[config.mk]
export PLATFORM = sky130hd
export DESIGN_NAME = weight_loader
export DESIGN_NICKNAME = d
export VERILOG_FILES = /design/src/rtl/weight_pkg.sv /design/src/rtl/kernel_pos_counter.sv /design/src/rtl/weight_loader.sv
export SDC_FILE = /design/constraint.sdc
export NUM_CORES = 1
export LEC_CHECK = 0
export BUFFER_PORTS_ARGS = -buffer_cell sky130_fd_sc_hd__buf_2
export CORE_MARGIN = 4
export CORE_UTILIZATION = 44
export DETAILED_ROUTE_END_ITERATION = 10
export HOLD_SLACK_MARGIN = 0.12
export PLACE_DENSITY = 0.71
export SETUP_SLACK_MARGIN = 0.4
export SYNTH_ARGS = -nofsm -noshare
export SYNTH_HDL_FRONTEND = slang
export SYNTH_HIERARCHICAL = 1
export SYNTH_SLANG_ARGS = --single-unit
[constraint.sdc]
create_clock -name i_clk -period 1.51 [get_ports i_clk]
set_clock_uncertainty 0.15 [all_clocks]
set_input_delay 0.0755 -clock i_clk [delete_from_list [all_inputs] [get_ports i_clk]]
set_output_delay 0.0755 -clock i_clk [all_outputs]
set_load 0.05 [all_outputs]
[src/rtl/weight_pkg.sv]
// Shared types and sizing for the 3x3x3 weight store and its loader/readers.
package weight_pkg;
   localparam int unsigned DATA_WIDTH_DEF   = 8;
   localparam int unsigned DATA_SIZE_DEF    = 2;
   localparam int unsigned CHANNELS_DEF     = 3;
   localparam int unsigned KERNEL_DIM       = DATA_SIZE_DEF + 1;
   localparam int unsigned KERNEL_POSITIONS = KERNEL_DIM * KERNEL_DIM;
   localparam int unsigned ADDR_W           = KERNEL_DIM;

   typedef enum logic [1:0] {
      IDLE,
      COLLECT,
      WRITE,
      DONE
   } loader_state_t;

   function automatic int unsigned clog2_min1(input int unsigned n);
      return (n < 2) ? 1 : $clog2(n);
   endfunction
endpackage

[src/rtl/kernel_pos_counter.sv]
// Row/col position counter over a (DATA_SIZE+1)^2 kernel, col fastest.
module kernel_pos_counter
   import weight_pkg::*;
#(
   parameter int unsigned DATA_SIZE = DATA_SIZE_DEF
) (
   input  logic               i_clk,
   input  logic               i_rst,
   input  logic               i_clr,
   input  logic               i_inc,
   output logic [DATA_SIZE:0] o_row,
   output logic [DATA_SIZE:0] o_col,
   output logic               o_last
);
   localparam logic [DATA_SIZE:0] MAX_IDX = (DATA_SIZE + 1)'(DATA_SIZE);

   logic [DATA_SIZE:0] r_row;
   logic [DATA_SIZE:0] r_col;

   always_ff @(posedge i_clk) begin
      if (i_rst || i_clr) begin
         r_row <= '0;
         r_col <= '0;
      end else if (i_inc) begin
         if (r_col == MAX_IDX) begin
            r_col <= '0;
            r_row <= (r_row == MAX_IDX) ? '0 : r_row + 1'b1;
         end else begin
            r_col <= r_col + 1'b1;
         end
      end
   end

   assign o_row  = r_row;
   assign o_col  = r_col;
   assign o_last = (r_row == MAX_IDX) && (r_col == MAX_IDX);
endmodule

[src/rtl/weight_loader.sv]
// Packs CHANNELS streamed bytes per kernel position into one lane-parallel
// weight-store write, walking all positions row-major and pulsing done.
module weight_loader
   import weight_pkg::*;
#(
   parameter int unsigned DATA_WIDTH = DATA_WIDTH_DEF,
   parameter int unsigned DATA_SIZE  = DATA_SIZE_DEF,
   parameter int unsigned CHANNELS   = CHANNELS_DEF
) (
   input  logic                                 i_clk,
   input  logic                                 i_rst,
   input  logic                                 i_start,
   input  logic                                 i_s_valid,
   output logic                                 o_s_ready,
   input  logic [DATA_WIDTH-1:0]                i_s_data,
   output logic                                 o_we,
   output logic [CHANNELS-1:0][DATA_SIZE:0]     o_row_wr,
   output logic [CHANNELS-1:0][DATA_SIZE:0]     o_col_wr,
   output logic [CHANNELS-1:0][DATA_SIZE:0]     o_channel_wr,
   output logic [CHANNELS-1:0][DATA_WIDTH-1:0]  o_wr_data,
   output logic                                 o_busy,
   output logic                                 o_done
);
   localparam int unsigned AW     = DATA_SIZE + 1;
   localparam int unsigned LANE_W = clog2_min1(CHANNELS);
   localparam logic [LANE_W-1:0] LAST_LANE = LANE_W'(CHANNELS - 1);

   loader_state_t                       r_state;
   logic [LANE_W-1:0]                   r_lane_cnt;
   logic [DATA_WIDTH-1:0]               r_lane [CHANNELS];
   logic                                r_s_ready;
   logic                                r_we;
   logic                                r_busy;
   logic                                r_done;
   logic [CHANNELS-1:0][AW-1:0]         r_row_wr;
   logic [CHANNELS-1:0][AW-1:0]         r_col_wr;
   logic [CHANNELS-1:0][AW-1:0]         r_channel_wr;
   logic [CHANNELS-1:0][DATA_WIDTH-1:0] r_wr_data;

   logic          w_accept;
   logic          w_clr;
   logic          w_inc;
   logic          w_last;
   logic [AW-1:0] w_row;
   logic [AW-1:0] w_col;

   assign w_accept = i_s_valid && r_s_ready;
   assign w_clr    = (r_state == IDLE) && i_start;
   assign w_inc    = (r_state == WRITE);

   kernel_pos_counter #(
      .DATA_SIZE (DATA_SIZE)
   ) u_pos (
      .i_clk  (i_clk),
      .i_rst  (i_rst),
      .i_clr  (w_clr),
      .i_inc  (w_inc),
      .o_row  (w_row),
      .o_col  (w_col),
      .o_last (w_last)
   );

   always_ff @(posedge i_clk) begin
      if (i_rst) begin
         r_state      <= IDLE;
         r_lane_cnt   <= '0;
         r_s_ready    <= 1'b0;
         r_we         <= 1'b0;
         r_busy       <= 1'b0;
         r_done       <= 1'b0;
         r_row_wr     <= '0;
         r_col_wr     <= '0;
         r_channel_wr <= '0;
         r_wr_data    <= '0;
         for (int unsigned i = 0; i < CHANNELS; i++) r_lane[i] <= '0;
      end else begin
         case (r_state)
            IDLE: begin
               if (i_start) begin
                  r_state    <= COLLECT;
                  r_lane_cnt <= '0;
                  r_busy     <= 1'b1;
                  r_s_ready  <= 1'b1;
               end
            end
            COLLECT: begin
               if (w_accept) begin
                  r_lane[r_lane_cnt] <= i_s_data;
                  if (r_lane_cnt == LAST_LANE) begin
                     // The final lane byte bypasses its register so the write
                     // presents in the very next cycle.
                     r_lane_cnt <= '0;
                     r_state    <= WRITE;
                     r_s_ready  <= 1'b0;
                     r_we       <= 1'b1;
                     for (int unsigned i = 0; i < CHANNELS; i++) begin
                        r_wr_data[i]    <= (LANE_W'(i) == r_lane_cnt) ? i_s_data : r_lane[i];
                        r_row_wr[i]     <= w_row;
                        r_col_wr[i]     <= w_col;
                        r_channel_wr[i] <= AW'(i);
                     end
                  end else begin
                     r_lane_cnt <= r_lane_cnt + 1'b1;
                  end
               end
            end
            WRITE: begin
               r_we <= 1'b0;
               if (w_last) begin
                  r_state <= DONE;
                  r_done  <= 1'b1;
                  r_busy  <= 1'b0;
               end else begin
                  r_state   <= COLLECT;
                  r_s_ready <= 1'b1;
               end
            end
            DONE: begin
               r_done  <= 1'b0;
               r_state <= IDLE;
            end
            default: r_state <= IDLE;
         endcase
      end
   end

   assign o_s_ready    = r_s_ready;
   assign o_we         = r_we;
   assign o_busy       = r_busy;
   assign o_done       = r_done;
   assign o_row_wr     = r_row_wr;
   assign o_col_wr     = r_col_wr;
   assign o_channel_wr = r_channel_wr;
   assign o_wr_data    = r_wr_data;
endmodule

Yosys cells after proc, flatten, opt, wreduce, memory -nomap -nowiden. Memory sizes are Yosys's and may differ from the RTL's. A register that Yosys moved wholly into a read port is not among the register bits. Index checks and enable logic that the tools add are counted.

Output and inout port bits: 55. Memories kept: 1. Bits in writable memories: 24. Bits in registers: 21. Logic and storage cells: 77.

Memory list: r_lane (words 3, width 8, read ports 3, clocked after Yosys merged registers in 3, wr ports 3, RTL line weight_loader.sv:30) `logic [DATA_WIDTH-1:0] r_lane [CHANNELS];`.

Multiplexer cells: 32. Eq/ne operators: 11. $add $sub $neg: 3. Reduce and logical (&&, ||, !) cells: 19.

Operators by type and width (count): $mux 2 (8); $mux 1 (15); $reduce_and 3->1 (5); $ne 2x2->1 const B (5); $mux 8 (1); $pmux 2 s4 (1); $reduce_bool 2->1 (4); $reduce_or 8->1 (1); $add 3x1->3 const B (2); $eq 2x2->1 const B (3); $eq 3x2->1 const B (2); $mux 3 (2); $pmux 1 s2 (3); $reduce_and 5->1 (1); $pmux 2 s2 (1); $reduce_and 2->1 (2); $logic_and 1x1->1 (3); $pmux 1 s3 (1); $reduce_bool 3->1 (1); $add 2x1->2 const B (1); $eq 2x1->1 const B (1); $logic_not 2->1 (1); $logic_or 1x1->1 (1).

Depth between registers and ports, before layout.
Depth in word-level cells: 7. Gate-level depth with buffers: 5. Gate-level depth less buffers: 5.

Cells and area by module. Netlist, hierarchy kept.

Modules (own cells, without submodules): weight_loader (times used 1, cells an instance 242, area an instance 2297.2 sq um); kernel_pos_counter (times used 1, cells an instance 32, area an instance 289.0 sq um).

Worst setup path before layout. Ideal clock, no wire load.

Kind: reg2reg. Start point: register r_s_ready (netlist: o_s_ready). End point: memory r_lane[0][0] (netlist bit) (enable). Setup slack: -0.401 ns. Data required time: 1.026 ns. Data arrival time: 1.427 ns. Path buffers: 0. Stages on the path, launching flop included: 4. Cells stage by stage: dfxtp_1 -> nor4bb_1 -> nand2_1 -> nand2b_1.

RTL lines: from (decl) (RTL line weight_loader.sv:31) `logic r_s_ready;`; from (signal assigned) (RTL line weight_loader.sv:67) `r_s_ready <= 1'b0;`; from (signal assigned) (RTL line weight_loader.sv:83) `r_s_ready <= 1'b1;`; from (signal assigned) (RTL line weight_loader.sv:94) `r_s_ready <= 1'b0;`; to (decl) (RTL line weight_loader.sv:30).

Final worst setup path.
Start point: register r_state[1]. End point: register u_pos.r_row[2] (netlist: u_pos/o_row[2]).

Elaborated cells on any way between the ends: 5.

RTL lines: from (decl) (RTL line weight_loader.sv:28) `loader_state_t r_state;`; from (signal assigned) (RTL line weight_loader.sv:65) `r_state <= IDLE;`; from (signal assigned) (RTL line weight_loader.sv:80) `r_state <= COLLECT;`; from (signal assigned) (RTL line weight_loader.sv:93) `r_state <= WRITE;`; $eq 2x2->1 (RTL line weight_loader.sv:49) `assign w_inc = (r_state == WRITE);`; via w_inc (RTL line weight_loader.sv:42) `logic w_inc;`; $reduce_and 2->1 (no line); to (signal assigned) (RTL line kernel_pos_counter.sv:27) `r_row <= (r_row == MAX_IDX) ? '0 : r_row + 1'b1;`; to (decl) (RTL line kernel_pos_counter.sv:17) `logic [DATA_SIZE:0] r_row;`.

The timed path passes the listed nets, and every way through them passes these cells. A chain may end at the register's enable or synchronous reset.

==> flow_metrics.env <==
export IMPL_p_leak_nw=1.56
export IMPL_die_width_um=84.7
export IMPL_chipHeight_um=84.7
export IMPL_synth_area_mux_share_pct=0
export IMPL_grt_pass1_wl_mm=11.5
export IMPL_cp_max_fo=6
export IMPL_synth_top_family_by_area="simple AND/OR/NAND/NOR gates"
export IMPL_critical_path_startpoint_type="flip-flop"
export IMPL_reg2reg_setup_slack_ps=10
export IMPL_antenna_found_initial=0
export IMPL_vias=2420
export IMPL_drv_slew=0
export IMPL_total_power_w=0.00366
export IMPL_hpwl_mm=4.25
export IMPL_ant_nets=0
export IMPL_core_area_um2=5610
export IMPL_setup_violations_final=0
export IMPL_rsz0062_at_grt="true"
export IMPL_design_die_area_um2=7170
export IMPL_slew_headroom_pct=58.4
export IMPL_fmax_mhz=668
export IMPL_final_nets=368
export IMPL_crit_required_ps=1630
export IMPL_grt_usage_pct=20.2
export IMPL_drt_wl_total_mm=8.66
export IMPL_syn_inst=274
export IMPL_multiInputGateArea_um2=1400
export IMPL_final_layout_size_suffix_gt1_share_pct=63.4
export IMPL_htreeDepth=3
export IMPL_clkLatencyLatePin_ps=350
export IMPL_critPathArrivalTime_ps=1620
export IMPL_postLayoutCellArea_um2=4390
export IMPL_cts_tree="yes"
export IMPL_holdCritPathClass="primary input to flip-flop"
export IMPL_final_hold_violation_count=0
export IMPL_placed_area_um2=3110
export IMPL_syn_area_um2=2590
export IMPL_drc=0
export IMPL_cts_buffers=9
export IMPL_io_pins=67
export IMPL_firstDrtPassIters=4
export IMPL_critPathCaptureType="flip-flop"
export IMPL_ys_async_sr_fraction_pct=0
export IMPL_avgSynthCellArea_um2=9.44
export IMPL_clk_pin_slew_ps=70
export IMPL_fin_crit_sh_pct=99.2
export IMPL_yosysSeqAreaShare_pct=53.4
export IMPL_syn2layout_area_growth_pct=69.6
export IMPL_worstMarginPinSlew_ps=623
export IMPL_diodes=0
export IMPL_viasPerCell=5.59
export IMPL_yosys_area_share_adder_pct=0
export IMPL_synth_edf_count=16
export IMPL_ir_worst_vdd_uv=731
export IMPL_grt_pass1_vias=2332
export IMPL_ys_flop_type="dfxtp_1"
export IMPL_finalCriticalPeriod_ps=1500
export IMPL_ff_latch_area_um2=1460
export IMPL_p_per_area_nw_per_um2=834
export IMPL_cts_path_max_buffers=2
export IMPL_nFillCells=335
export IMPL_synth_simple_area_share_pct=19.1
export IMPL_yosys_cell_types_count=35
export IMPL_critPathKind="flip-flop to flip-flop"
export IMPL_rows=27
export IMPL_yosysWarnings=6
export IMPL_portBuffers=59
export IMPL_wl_per_cell_um=20.0
export IMPL_gp_congestion=0.815
export IMPL_drtIter0Drc=98
export IMPL_synth_compound_area_share_pct=16.8
export IMPL_synth_xor_area_share_pct=0.339
export IMPL_clockRootBuffer="clkbuf_8"
export IMPL_cap_violations=0
export IMPL_grt_max_degree=32
export IMPL_cts_sinks=61
export IMPL_status="complete, no violations"
export IMPL_start_util_pct=46.1
export IMPL_overflow=0
export IMPL_ys_ff_latch=61
## sequential cells by signal (all words and copies together), names as in the netlist
register      flops
o_wr_data        24
r_lane           16
o_col_wr          3
o_row_wr          3
u_pos/o_col       3
u_pos/o_row       3
r_lane_cnt        2
r_state           2
o_busy            1
o_channel_wr      1
o_done            1
o_s_ready         1
o_we              1
## worst max-delay path: stages (launching register included)
cell and delay (ps):
dfxtp_4 400, nor2b_4 230, nand4bb_4 140, or3_4 360, a21oi_2 150
## layout by cell type, fill, tap and decap left out, drive strengths merged, types with 2 or more instances in the layout
cell         instances
buf                 95
dfxtp               45
a21oi               40
nand3               31
o21ai               31
nor2                21
edfxtp              16
nand2b              16
clkbuf              11
dlygate4sd3          9
conb                 7
clkinv               4
nand2                4
nand3b               3
a211oi               3
nor2b                3
a311oi               3
bufinv               2
o2bb2ai              2
## repair_timing
item / 4_1_cts / 5_1_grt
hold buffers: 8 / 1
buffers inserted: 8 / 6
gates cloned: 3 / 3
endpoints found under the hold margin: 37 / 3
endpoints found under the setup margin: 125 / 122
resized for setup: 135 / 125
pin swaps: 6 / 15
## synthesized netlist by cell type, types with 2 or more instances
master | count | share of area (%)
a211oi_1 | 2 | 0.58
a21oi_1 | 40 | 7.7
a311oi_1 | 3 | 1.0
buf_2 | 5 | 0.97
buf_4 | 24 | 7.0
clkbuf_1 | 9 | 1.3
clkbuf_2 | 2 | 0.39
dfxtp_1 | 45 | 35
edfxtp_1 | 16 | 19
nand2_1 | 4 | 0.58
nand2b_1 | 16 | 3.9
nand3_1 | 31 | 6.0
nand3b_1 | 3 | 0.87
nor2_1 | 21 | 3.0
nor2b_1 | 2 | 0.48
o21ai_0 | 31 | 6.0
o2bb2ai_1 | 2 | 0.68
## power by group
group / internal, W / switching (W) / total (W) / leakage, nW
clock: 0.000915 / 0.000660 / 0.00158 / 0.107
sequential: 0.00168 / 0.0000237 / 0.00171 / 0.552
combinational: 0.000143 / 0.000232 / 0.000375 / 0.901
## cell families after synthesis
| logic type | Yosys count |
|---|---|
| and+or+nand+nor | 89 |
| other | 1 |
| xor gates and xnor gates | 1 |
| DFF | 61 |
| AOI/OAI and AO/OA | 80 |
| buffers and inverters | 42 |
## through the flow
step / worst slack [ps] / util (%) / cells / hold slack (ps) / setup TNS (ps)
2_1_floorplan: 84.8 / - / 280 / 74.4 / 0
3_3_place_gp: 97.0 / 55.4 / 388 / 210 / 0
3_5_place_dp: 54.8 / 55.4 / 388 / 211 / 0
4_1_cts: 127 / 70.4 / 423 / -56.8 / 0
5_1_grt: -25.1 / 78.2 / 433 / 124 / -75.8
6_report: 12.1 / 78.2 / 433 / 104 / 0
## routing by layer
| metal | GRT usage (%) | routed length, um | vias to the layer above |
|---|---|---|---|
| met5 | 0 | 0 | - |
| met4 | 7.91 | 249 | 0 |
| met3 | 5.00 | 457 | 20 |
| met2 | 33.5 | 4610 | 93 |
| met1 | 25.4 | 3340 | 1195 |
| li1 | - | - | 1112 |
## path summary, 6_finish.rpt
path                                                  from                           to  cells past startpoint
worst max register to register     r_state[1]$_SDFFE_PP0P_  u_pos/o_row[2]$_SDFFE_PP0P_                      4
worst min-delay path                                 i_rst   o_wr_data[19]$_SDFFE_PP0P_                      2
worst max-delay path               r_state[1]$_SDFFE_PP0P_  u_pos/o_row[2]$_SDFFE_PP0P_                      4
worst min register to register  o_wr_data[17]$_SDFFE_PP0P_   o_wr_data[17]$_SDFFE_PP0P_                      2
## area by class of cell
type	instances	share of cell area, %
Timing Repair Buffer	106	28.0
Clock buffer	10	2.91
Sequential cell	61	33.3
Clock inverter	6	1.80
Inverter	1	0.0856
Tap cell	72	2.05
Multi-Input combinational cell	177	31.9
Power figures use the tool's default switching activity.
